### config.mk
export PLATFORM = sky130hd
export DESIGN_NAME = vga_scanout
export DESIGN_NICKNAME = d
export VERILOG_FILES = /design/src/rtl/vga_pkg.sv /design/src/rtl/vga_axis_counter.sv /design/src/rtl/vga_scanout.sv
export SDC_FILE = /design/constraint.sdc
export NUM_CORES = 1
export LEC_CHECK = 0
export ABC_AREA = 1
export CAP_MARGIN = 10
export CORE_MARGIN = 4
export CORE_UTILIZATION = 35
export CTS_CLUSTER_SIZE = 28
export DETAILED_ROUTE_END_ITERATION = 12
export HOLD_SLACK_MARGIN = 0.08
export PLACE_DENSITY = 0.56
export RECOVER_POWER = 50
export SLEW_MARGIN = 20
export SYNTH_ARGS = -nofsm -noshare
export SYNTH_HDL_FRONTEND = slang
export SYNTH_SLANG_ARGS = --single-unit
### constraint.sdc
create_clock -name i_Clock -period 1.56 [get_ports i_Clock]
set_input_delay 0.468 -clock i_Clock [delete_from_list [all_inputs] [get_ports i_Clock]]
set_output_delay 0.468 -clock i_Clock [all_outputs]
set_load 0.005 [all_outputs]
### src/rtl/vga_pkg.sv
// vga_pkg: region encoding, default 640x480@60 timing and the axis-length helper shared by the scan-out engine
package vga_pkg;
  typedef enum logic [1:0] {
    STATE_VISIBLE     = 2'd0,
    STATE_FRONT_PORCH = 2'd1,
    STATE_SYNC        = 2'd2,
    STATE_BACK_PORCH  = 2'd3
  } region_t;
  localparam int COUNT_W       = 16;
  localparam int DEF_H_VISIBLE = 640;
  localparam int DEF_H_FRONT   = 16;
  localparam int DEF_H_SYNC    = 96;
  localparam int DEF_H_BACK    = 48;
  localparam int DEF_V_VISIBLE = 480;
  localparam int DEF_V_FRONT   = 10;
  localparam int DEF_V_SYNC    = 2;
  localparam int DEF_V_BACK    = 33;
  function automatic int axis_total(input int visible, input int front, input int sync, input int back);
    return visible + front + sync + back;
  endfunction
endpackage

### src/rtl/vga_axis_counter.sv
// vga_axis_counter: one scan axis -- position counter with wrap strobe and visible/porch/sync region decode
module vga_axis_counter
  import vga_pkg::*;
#(
  parameter int VISIBLE = DEF_H_VISIBLE,
  parameter int FRONT   = DEF_H_FRONT,
  parameter int SYNC    = DEF_H_SYNC,
  parameter int BACK    = DEF_H_BACK
) (
  input  logic               i_Clock,
  input  logic               clear,
  input  logic               inc,
  output logic [COUNT_W-1:0] count,
  output region_t            region,
  output logic               wrap
);
  localparam int TOTAL = axis_total(VISIBLE, FRONT, SYNC, BACK);
  assign wrap = inc && count == COUNT_W'(TOTAL - 1);
  always_ff @(posedge i_Clock)
    count <= (clear || wrap) ? '0 : inc ? count + COUNT_W'(1) : count;
  always_comb
    region = count < COUNT_W'(VISIBLE)                ? STATE_VISIBLE :
             count < COUNT_W'(VISIBLE + FRONT)        ? STATE_FRONT_PORCH :
             count < COUNT_W'(VISIBLE + FRONT + SYNC) ? STATE_SYNC : STATE_BACK_PORCH;
endmodule

### src/rtl/vga_scanout.sv
// vga_scanout: VGA timing generator, framebuffer fetch and latency-aligned pixel/sync output
// Define VGA_TEST_PATTERN_EN to add i_Pattern_Sel, which swaps the framebuffer for x[5:3] colour bars.
module vga_scanout
  import vga_pkg::*;
#(
  parameter int BITS_PER_PIXEL  = 3,
  parameter int CLOCK_DIVIDE    = 4,
  parameter int H_VISIBLE       = DEF_H_VISIBLE,
  parameter int H_FRONT         = DEF_H_FRONT,
  parameter int H_SYNC          = DEF_H_SYNC,
  parameter int H_BACK          = DEF_H_BACK,
  parameter int V_VISIBLE       = DEF_V_VISIBLE,
  parameter int V_FRONT         = DEF_V_FRONT,
  parameter int V_SYNC          = DEF_V_SYNC,
  parameter int V_BACK          = DEF_V_BACK,
  parameter bit H_SYNC_POL      = 1'b0,
  parameter bit V_SYNC_POL      = 1'b0,
  parameter int FB_READ_LATENCY = 1
) (
  input  logic                      i_Clock,
  input  logic                      i_Reset,
  input  logic                      i_Enable,
  input  logic [BITS_PER_PIXEL-1:0] i_Fb_Read_Data,
`ifdef VGA_TEST_PATTERN_EN
  input  logic                      i_Pattern_Sel,
`endif
  output logic [31:0]               o_Fb_Read_Addr,
  output logic                      o_Fb_Read_En,
  output logic [BITS_PER_PIXEL-1:0] o_RGB,
  output logic                      o_Horizontal_Sync,
  output logic                      o_Vertical_Sync,
  output logic                      o_Frame_Start,
  output logic                      o_Vblank
);
  localparam int DIV_W = CLOCK_DIVIDE > 1 ? $clog2(CLOCK_DIVIDE) : 1;
  logic                      clear, tick, h_wrap, v_wrap, visible, frame_first;
  logic                      vis_d, hs_d, vs_d, fs_d;
  logic [DIV_W-1:0]          div;
  logic [COUNT_W-1:0]        h_count, v_count;
  region_t                   h_region, v_region;
  logic [31:0]               addr;
  logic [BITS_PER_PIXEL-1:0] px;
  // a dropped enable is treated exactly like reset, so both share one clear
  assign clear = i_Reset | ~i_Enable;
  assign tick  = div == '0;
  always_ff @(posedge i_Clock)
    div <= (clear || div == DIV_W'(CLOCK_DIVIDE - 1)) ? '0 : div + DIV_W'(1);
  vga_axis_counter #(
    .VISIBLE(H_VISIBLE), .FRONT(H_FRONT), .SYNC(H_SYNC), .BACK(H_BACK)
  ) u_h (
    .i_Clock(i_Clock), .clear(clear), .inc(tick),
    .count(h_count), .region(h_region), .wrap(h_wrap)
  );
  vga_axis_counter #(
    .VISIBLE(V_VISIBLE), .FRONT(V_FRONT), .SYNC(V_SYNC), .BACK(V_BACK)
  ) u_v (
    .i_Clock(i_Clock), .clear(clear), .inc(h_wrap),
    .count(v_count), .region(v_region), .wrap(v_wrap)
  );
  assign visible     = h_region == STATE_VISIBLE && v_region == STATE_VISIBLE;
  assign frame_first = tick && h_count == '0 && v_count == '0;
  // running address replaces y*H_VISIBLE+x; it already points at the next line's start during h-blank
  always_ff @(posedge i_Clock)
    if (clear || v_wrap) addr <= '0;
    else if (tick && visible) addr <= addr + 32'd1;
  assign o_Fb_Read_Addr = addr;
  assign o_Vblank       = v_region != STATE_VISIBLE;
`ifdef VGA_TEST_PATTERN_EN
  localparam int SW = 8;
  logic       sel_d;
  logic [2:0] bar_d;
  logic [SW-1:0] stage_in, stage_out;
  assign o_Fb_Read_En = ~clear & tick & visible & ~i_Pattern_Sel;
  assign stage_in = {i_Pattern_Sel, h_count[5:3], frame_first, v_region == STATE_SYNC,
                     h_region == STATE_SYNC, visible};
  assign {sel_d, bar_d, fs_d, vs_d, hs_d, vis_d} = stage_out;
  assign px = sel_d ? BITS_PER_PIXEL'(bar_d) : i_Fb_Read_Data;
`else
  localparam int SW = 4;
  logic [SW-1:0] stage_in, stage_out;
  assign o_Fb_Read_En = ~clear & tick & visible;
  assign stage_in = {frame_first, v_region == STATE_SYNC, h_region == STATE_SYNC, visible};
  assign {fs_d, vs_d, hs_d, vis_d} = stage_out;
  assign px = i_Fb_Read_Data;
`endif
  // control flags ride alongside the framebuffer read so they land with its data
  generate
    if (FB_READ_LATENCY == 0) begin : g_nodly
      assign stage_out = stage_in;
    end else begin : g_dly
      logic [SW-1:0] pipe [FB_READ_LATENCY];
      always_ff @(posedge i_Clock)
        if (clear) pipe <= '{default: '0};
        else begin
          pipe[0] <= stage_in;
          for (int i = 1; i < FB_READ_LATENCY; i++) pipe[i] <= pipe[i-1];
        end
      assign stage_out = pipe[FB_READ_LATENCY-1];
    end
  endgenerate
  always_ff @(posedge i_Clock)
    if (clear) begin
      o_RGB             <= '0;
      o_Horizontal_Sync <= ~H_SYNC_POL;
      o_Vertical_Sync   <= ~V_SYNC_POL;
      o_Frame_Start     <= 1'b0;
    end else begin
      o_RGB             <= vis_d ? px : '0;
      o_Horizontal_Sync <= hs_d ? H_SYNC_POL : ~H_SYNC_POL;
      o_Vertical_Sync   <= vs_d ? V_SYNC_POL : ~V_SYNC_POL;
      o_Frame_Start     <= fs_d;
    end
endmodule

Word-level counts from Yosys, hierarchy flattened. Cells that the tools add are included.

Word-level logic and storage cells: 54. Output and inout port bits: 40. Input port bits: 6. Register bits after elaboration: 76.

Bitwise gates (word level): 6. Reductions and logical operators: 16. Add/subtract/negate cells: 4. Order comparisons: 6. Mux-type cells: 8. Equal/unequal tests: 5.

Operators with widths (number): 16-bit by 10-bit < comparator with 1-bit output, second input constant (3); 16-bit by 9-bit < comparator with 1-bit output, second input constant (3); 16-bit by 1-bit adder with 16-bit output, second input constant (2); 32-bit by 1-bit adder with 32-bit output, second input constant (1); 16-bit by 10-bit equality test with 1-bit output, second input constant (2); 16-bit logical NOT (2); 2-bit 2-to-1 mux (4); 2-bit equality test, second input constant (3); 1-bit logical AND (6); 2-bit logical NOT (3); 1-bit 2-to-1 mux (4); 1-bit logical OR (3); 1-bit inverter (3); 2-bit by 1-bit adder with 2-bit output, second input constant (1); 1-bit bitwise AND (2); 2-bit nonzero test (1); 2-bit OR reduction (1); 1-bit OR (1).

Depth between registers and ports, before layout.
Depth in word-level cells: 7. Mapped depth: 12. Mapped depth without buffers: 11.

Cells and area by module. A second synthesis with hierarchy kept.

Cells, all modules: 631. Area, all modules: 4289.1 sq um.

Modules (own cells, without submodules): vga_scanout (area an instance 2426.1 sq um, cells an instance 351, times used 1, seq. area each 880.8 sq um); vga_axis_counter (u_v) (area an instance 938.4 sq um, cells an instance 148, times used 1, seq. area each 320.3 sq um); vga_axis_counter (u_h) (area an instance 924.6 sq um, cells an instance 132, times used 1, seq. area each 320.3 sq um).

Worst setup path after synthesis. No wires, ideal clock.

Kind: reg2out. Start point: register u_v.count[14]. End point: output port o_Fb_Read_En. Arrival time: 1.085 ns. Stages on the path, launching flop included: 10. Required time: 1.092 ns. Path slack: 0.007 ns. Buffers on the path: 0. Cell sequence: dfxtp_1 inv_2 nand2_1 nor2_2 nand2_2 nor2_4 nand3_4 inv_1 nand2_1 nor2_1.

Cells in the longest elaborated chain, start to end: 7. Elaborated cells on any way between the ends: 9. Those cells by class: order compare: 3; mux: 3; bitwise: 1; reduce/logical: 2.

RTL lines: start, declared (line vga_axis_counter.sv:13) `output logic [COUNT_W-1:0] count,`; start signal, assigned (line vga_axis_counter.sv:20) `count <= (clear || wrap) ? '0 : inc ? count + COUNT_W'(1) : count;`; 16-bit by 9-bit < comparator with 1-bit output (line vga_axis_counter.sv:24) `count < COUNT_W'(VISIBLE + FRONT + SYNC) ? STATE_SYNC : STATE_BACK_PORCH;`; 1-bit 2-to-1 mux (line vga_axis_counter.sv:24); 2-bit 2-to-1 mux (line vga_axis_counter.sv:23) `count < COUNT_W'(VISIBLE + FRONT) ? STATE_FRONT_PORCH :`; 2-bit 2-to-1 mux (*) (line vga_axis_counter.sv:22) `region = count < COUNT_W'(VISIBLE) ? STATE_VISIBLE :`; 2-bit logical NOT (*) (line vga_scanout.sv:60) `assign visible = h_region == STATE_VISIBLE && v_region == STATE_VISIBLE;`; 1-bit logical AND (*) (line vga_scanout.sv:60); 1-bit bitwise AND (*) (line vga_scanout.sv:81) `assign o_Fb_Read_En = ~clear & tick & visible;`; end, declared (line vga_scanout.sv:28) `output logic o_Fb_Read_En,`.

Every way passes the cells marked *; elsewhere a longest branch is shown, timed or not.

Worst setup path after layout.
Start point: register u_v.count[15]. End point: output port o_Fb_Read_En.

Same word-level chain as after synthesis.

==> run_results.csv <==
group,metric,value,unit
status,run_status,"finished, violations left",
status,violations_in_the_final_reports,"negative setup slack",
sta,worst_slew_margin_rel,77.9,%
place,placedCellCount,986,
cells_and_area,combined_area_of_the_multi_input_logic_cells,3130,um^2
cells_and_area,antennaDiodeCount,0,
worst_setup_path,critPathMaxFanout,2,
worst_setup_path,worst_path_max_delay_cell,"dfxtp_2",
sta,worst_pin_slew,0.330,ns
worst_setup_path,setup.worst_path.start,"u_v.count[15]",
cells_and_area,nFillCells,1140,
cts,cts_tree,"built",
floorplan,initial_core_utilization,36.0,%
cts,clock_latency,0.35,ns
routing,detailroute.via_count,5132,
synthesis,synth_enable_flop_cells,0,
power_and_ir_drop,seq_power_share,41.4,%
place,placed_area,5970,um^2
synthesis,ys.flop_type,"dfxtp_1",
cells_and_area,post_route_cells_drive_above_1_share,46.5,%
sta,grt_setup_unrepaired,"yes",
grt,congestion_overflow_gr,0,
grt,groute.layer.met1.usage,27.1,%
floorplan,die_height,123,um
grt,grt.busiest_layer,"met2",
synthesis,postSynthRegisterBits,76,
sta,clock_skew,0.00728,ns
place,dp_slack,-0.690,ns
power_and_ir_drop,post-layout-total-power,4700,uW
grt,grtUsageMet2,34.4,%
run,max_cap_violations,0,
worst_hold_path,hold_path_class,"reg2reg",
worst_setup_path,crit_path_end,"o_Fb_Read_En",
worst_setup_path,r2r_setup_slack,-0.26,ns
power_and_ir_drop,power_per_cell_area,617,nW/um^2
power_and_ir_drop,internal_portion_of_total_power,3500,uW
cts,cts.sink_count,76,
cells_and_area,nets,901,
cells_and_area,final_area,7630,um^2
routing,remaining_drc_errors,0,
worst_hold_path,min_from,"g_dly.pipe[1]",
worst_setup_path,timing.critical_path.cells,"inv_2 -> nand2_2 -> nor2_4 -> nand2_2 -> nor2_4 -> nand3_4 -> inv_2 -> nand2_2 -> nor2_2 -> buf_2",
place,count_of_buffers_from_port_buffering,45,
grt,number_of_global_route_vias_before_repair,5027,
worst_setup_path,worstPathArrival,1.53,ns
synthesis,synth.distinct_cells,34,
power_and_ir_drop,power.share.combinational,13.6,%
cells_and_area,utilization_after_layout,59.7,%
sta,maxClockFrequency,501,MHz
power_and_ir_drop,clock_power_share,45.0,%
synthesis,syn-instance-count,674,
routing,drt_iter0_drc,315,
sta,count_of_endpoints_failing_hold_in_the_final_timing_report,0,
place,gp_congestion,0.864,
worst_setup_path,crit_end_category,"output pin",
routing,route.final.wire_length,15.8,mm
power_and_ir_drop,leakage,0.00334,uW
grt,groute.usage.overall,20.6,%
sta,post-route-min-period,1.99,ns
synthesis,async_reset_ff_share,0,%
routing,routed_wire_length_per_instance,14.9,um
cts,clk_root_buffer_cell,"clkbuf_16",
place,dp.final_hpwl,9.56,mm
floorplan,floorplan.rows,41,
floorplan,core,12800,um^2
synthesis,synthesis.area_per_instance,6.83,um^2
routing,dr.pass1.iters,5,
cells_and_area,regArea,1600,um^2
cells_and_area,instances_no_fill,1064,
worst_setup_path,worst_r2r_startpoint,"u_v.count[15]",
synthesis,synthesis.nets,687,
cts,worst_setup_hold_path_clk_slew,0.06,ns
sta,share_of_the_clock_period_used_by_the_worst_path,128,%
worst_setup_path,reg_to_reg_end,"o_Fb_Read_Addr[0]",
cells_and_area,synthToLayoutAreaGrowth,65.7,%
worst_setup_path,critical_path.startpoint_type,"flop",
power_and_ir_drop,power.ir.vdd_worst,0.000615,V
worst_setup_path,timing.reg2reg.worst_path_depth,13,
grt,antenna_found_initial,0,
cts,clock_path_buffers,2,
routing,antenna_violating_nets_left,0,
sta,final-setup-viol-count,51,
synthesis,synth_warnings,0,
sta,fin_ws,-0.434,ns
grt,maximum_number_of_pins_on_one_net_before_global_route_repair,23,
synthesis,synth_area,4600,um^2
worst_setup_path,worst_path_largest_cell_delay,0.32,ns
routing,vias_per_cell,4.82,
floorplan,die-width,123,um
grt,grt_first_pass_wirelength,24.4,mm
sta,timing.final.max_slew_violations,0,
worst_setup_path,setup_cp_type,"reg2out",
power_and_ir_drop,power.switching,1200,uW
worst_setup_path,crit_path_frequent_cell,"nand2_2",
synthesis,synth-seq-area-share,33.1,%
floorplan,fp.dieArea,15100,um^2
cts,number_of_buffers_created_by_cts,9,
worst_setup_path,crit_required,1.09,ns
power_and_ir_drop,swShare,25.5,%
floorplan,ioPinCount,46,
cts,htree_num_levels,3,
grt,gr-usage-met3,3.18,%
synth_stat cells, types with 2 or more instances:
library cell	n	share of area, %
buf_12	4	1.7
nand3b_1	16	2.6
buf_6	5	1.2
inv_2	9	0.73
a21oi_1	14	1.5
ha_1	7	1.9
nand3_1	19	2.1
dfxtp_1	76	33
nor4_1	4	0.54
nor3_1	15	1.6
nor2_2	7	0.95
nor3_2	2	0.43
xnor2_1	4	0.76
a21oi_2	40	7.6
nand4_1	10	1.4
buf_2	3	0.33
xor2_1	21	4.0
nor2_1	86	7.0
nand2_2	15	2.0
nand2_1	237	19
inv_1	53	4.3
nand4_2	2	0.54
o21ai_0	12	1.3
nor2_4	3	0.73
cell type report:
type / instances / share of cell area, %
multi-input cells: 521 / 41.0
repair buffers: 210 / 25.8
flip-flops and latches: 76 / 21.0
inverters: 63 / 3.61
clock buffers: 10 / 3.13
well taps: 172 / 2.82
repair inverters: 7 / 1.90
clock inverters: 5 / 0.689
power groups by stage:
stage / Combinational, uW / Clock [uW] / Sequential [uW]
floorplan: 206 / 0 / 2010
global placement: 314 / 0 / 2010
detailed placement: 318 / 0 / 2010
CTS: 548 / 2150 / 1940
global route: 673 / 2240 / 1950
finish: 641 / 2110 / 1950
layer usage:
metal | share of wire (%) | routed length, um | up-vias
met4 | 1.9 | 299 | 0
met3 | 3.5 | 549 | 20
met1 | 45 | 7060 | 2437
met5 | 0 | 0 | -
met2 | 50 | 7900 | 99
li1 | - | - | 2576
flip-flops by register name, summed over array words and instances (netlist names):
| signal | flops |
|---|---|
| o_RGB | 3 |
| o_Horizontal_Sync | 1 |
| u_h.count | 16 |
| o_Fb_Read_Addr | 32 |
| o_Frame_Start | 1 |
| div | 2 |
| o_Vertical_Sync | 1 |
| u_v.count | 16 |
| g_dly.pipe | 4 |
timing repair:
action | 4_1_cts | 5_1_grt
pin swaps | 24 | 32
buffers inserted | 43 | 13
gates resized for setup | 206 | 104
hold buffers | 0 | 0
setup endpoints to repair | 101 | 68
gates cloned | 8 | 7
cell families (layout without fill, tap and decap cells):
logic type               after synthesis  count (layout)  share of synthesized area, %
AND/OR/NAND/NOR                      421             421                          40.6
buffers and inverters                 77             295                          8.94
flip-flops                            76              76                          33.1
AO/OA/AOI/OAI                         68              68                          10.7
XOR/XNOR                              25              25                          4.76
adder cells (fa/ha/maj)                7               7                          1.90
worst min-delay path by stage:
stage,end,slack (ns),cells after the start
4_1_cts,o_Horizontal_Sync,0.38,1
2_1_floorplan,o_Horizontal_Sync,0.35,1
5_1_grt,o_Horizontal_Sync,0.41,1
3_3_place_gp,o_Horizontal_Sync,0.36,1
6_report,o_Horizontal_Sync,0.37,1
3_5_place_dp,o_Horizontal_Sync,0.37,1
through the flow:
step           hold WS (ns)  TNS (ns)
3_5_place_dp          0.366    -22.96
2_1_floorplan         0.352         0
3_3_place_gp          0.360    -22.39
5_1_grt               0.406    -14.30
6_report              0.375     -8.85
4_1_cts               0.378     -9.49
cell usage in the layout (no fill, tap or decap), types with 3 or more instances in the layout:
cell,count
nor3_1,11
a21oi_2,45
ha_1,4
o21ai_2,11
xnor2_1,4
clkinv_2,3
nor2_1,77
inv_2,22
nand4_1,10
nor4_1,4
dfxtp_1,38
nand3_4,3
nand2_4,15
clkinv_16,4
dfxtp_2,24
buf_4,127
buf_12,8
nand2_1,184
nand3_1,15
inv_8,3
nor2_4,11
clkbuf_16,10
dlygate4sd2_1,37
buf_16,6
nand2_2,53
inv_1,37
nor2_2,8
nor3_2,4
nand3b_1,16
a21oi_1,9
dfxtp_4,14
xor2_1,21
clkdlybuf4s50_1,4
buf_6,22
critical path, delay by kind of cell, from the launching register on:
family        cells  cell delay, ns
buf+inv           3            0.24
flops             1            0.32
simple gates      7            0.63
No activity file was read; power rests on OpenSTA's default activity.
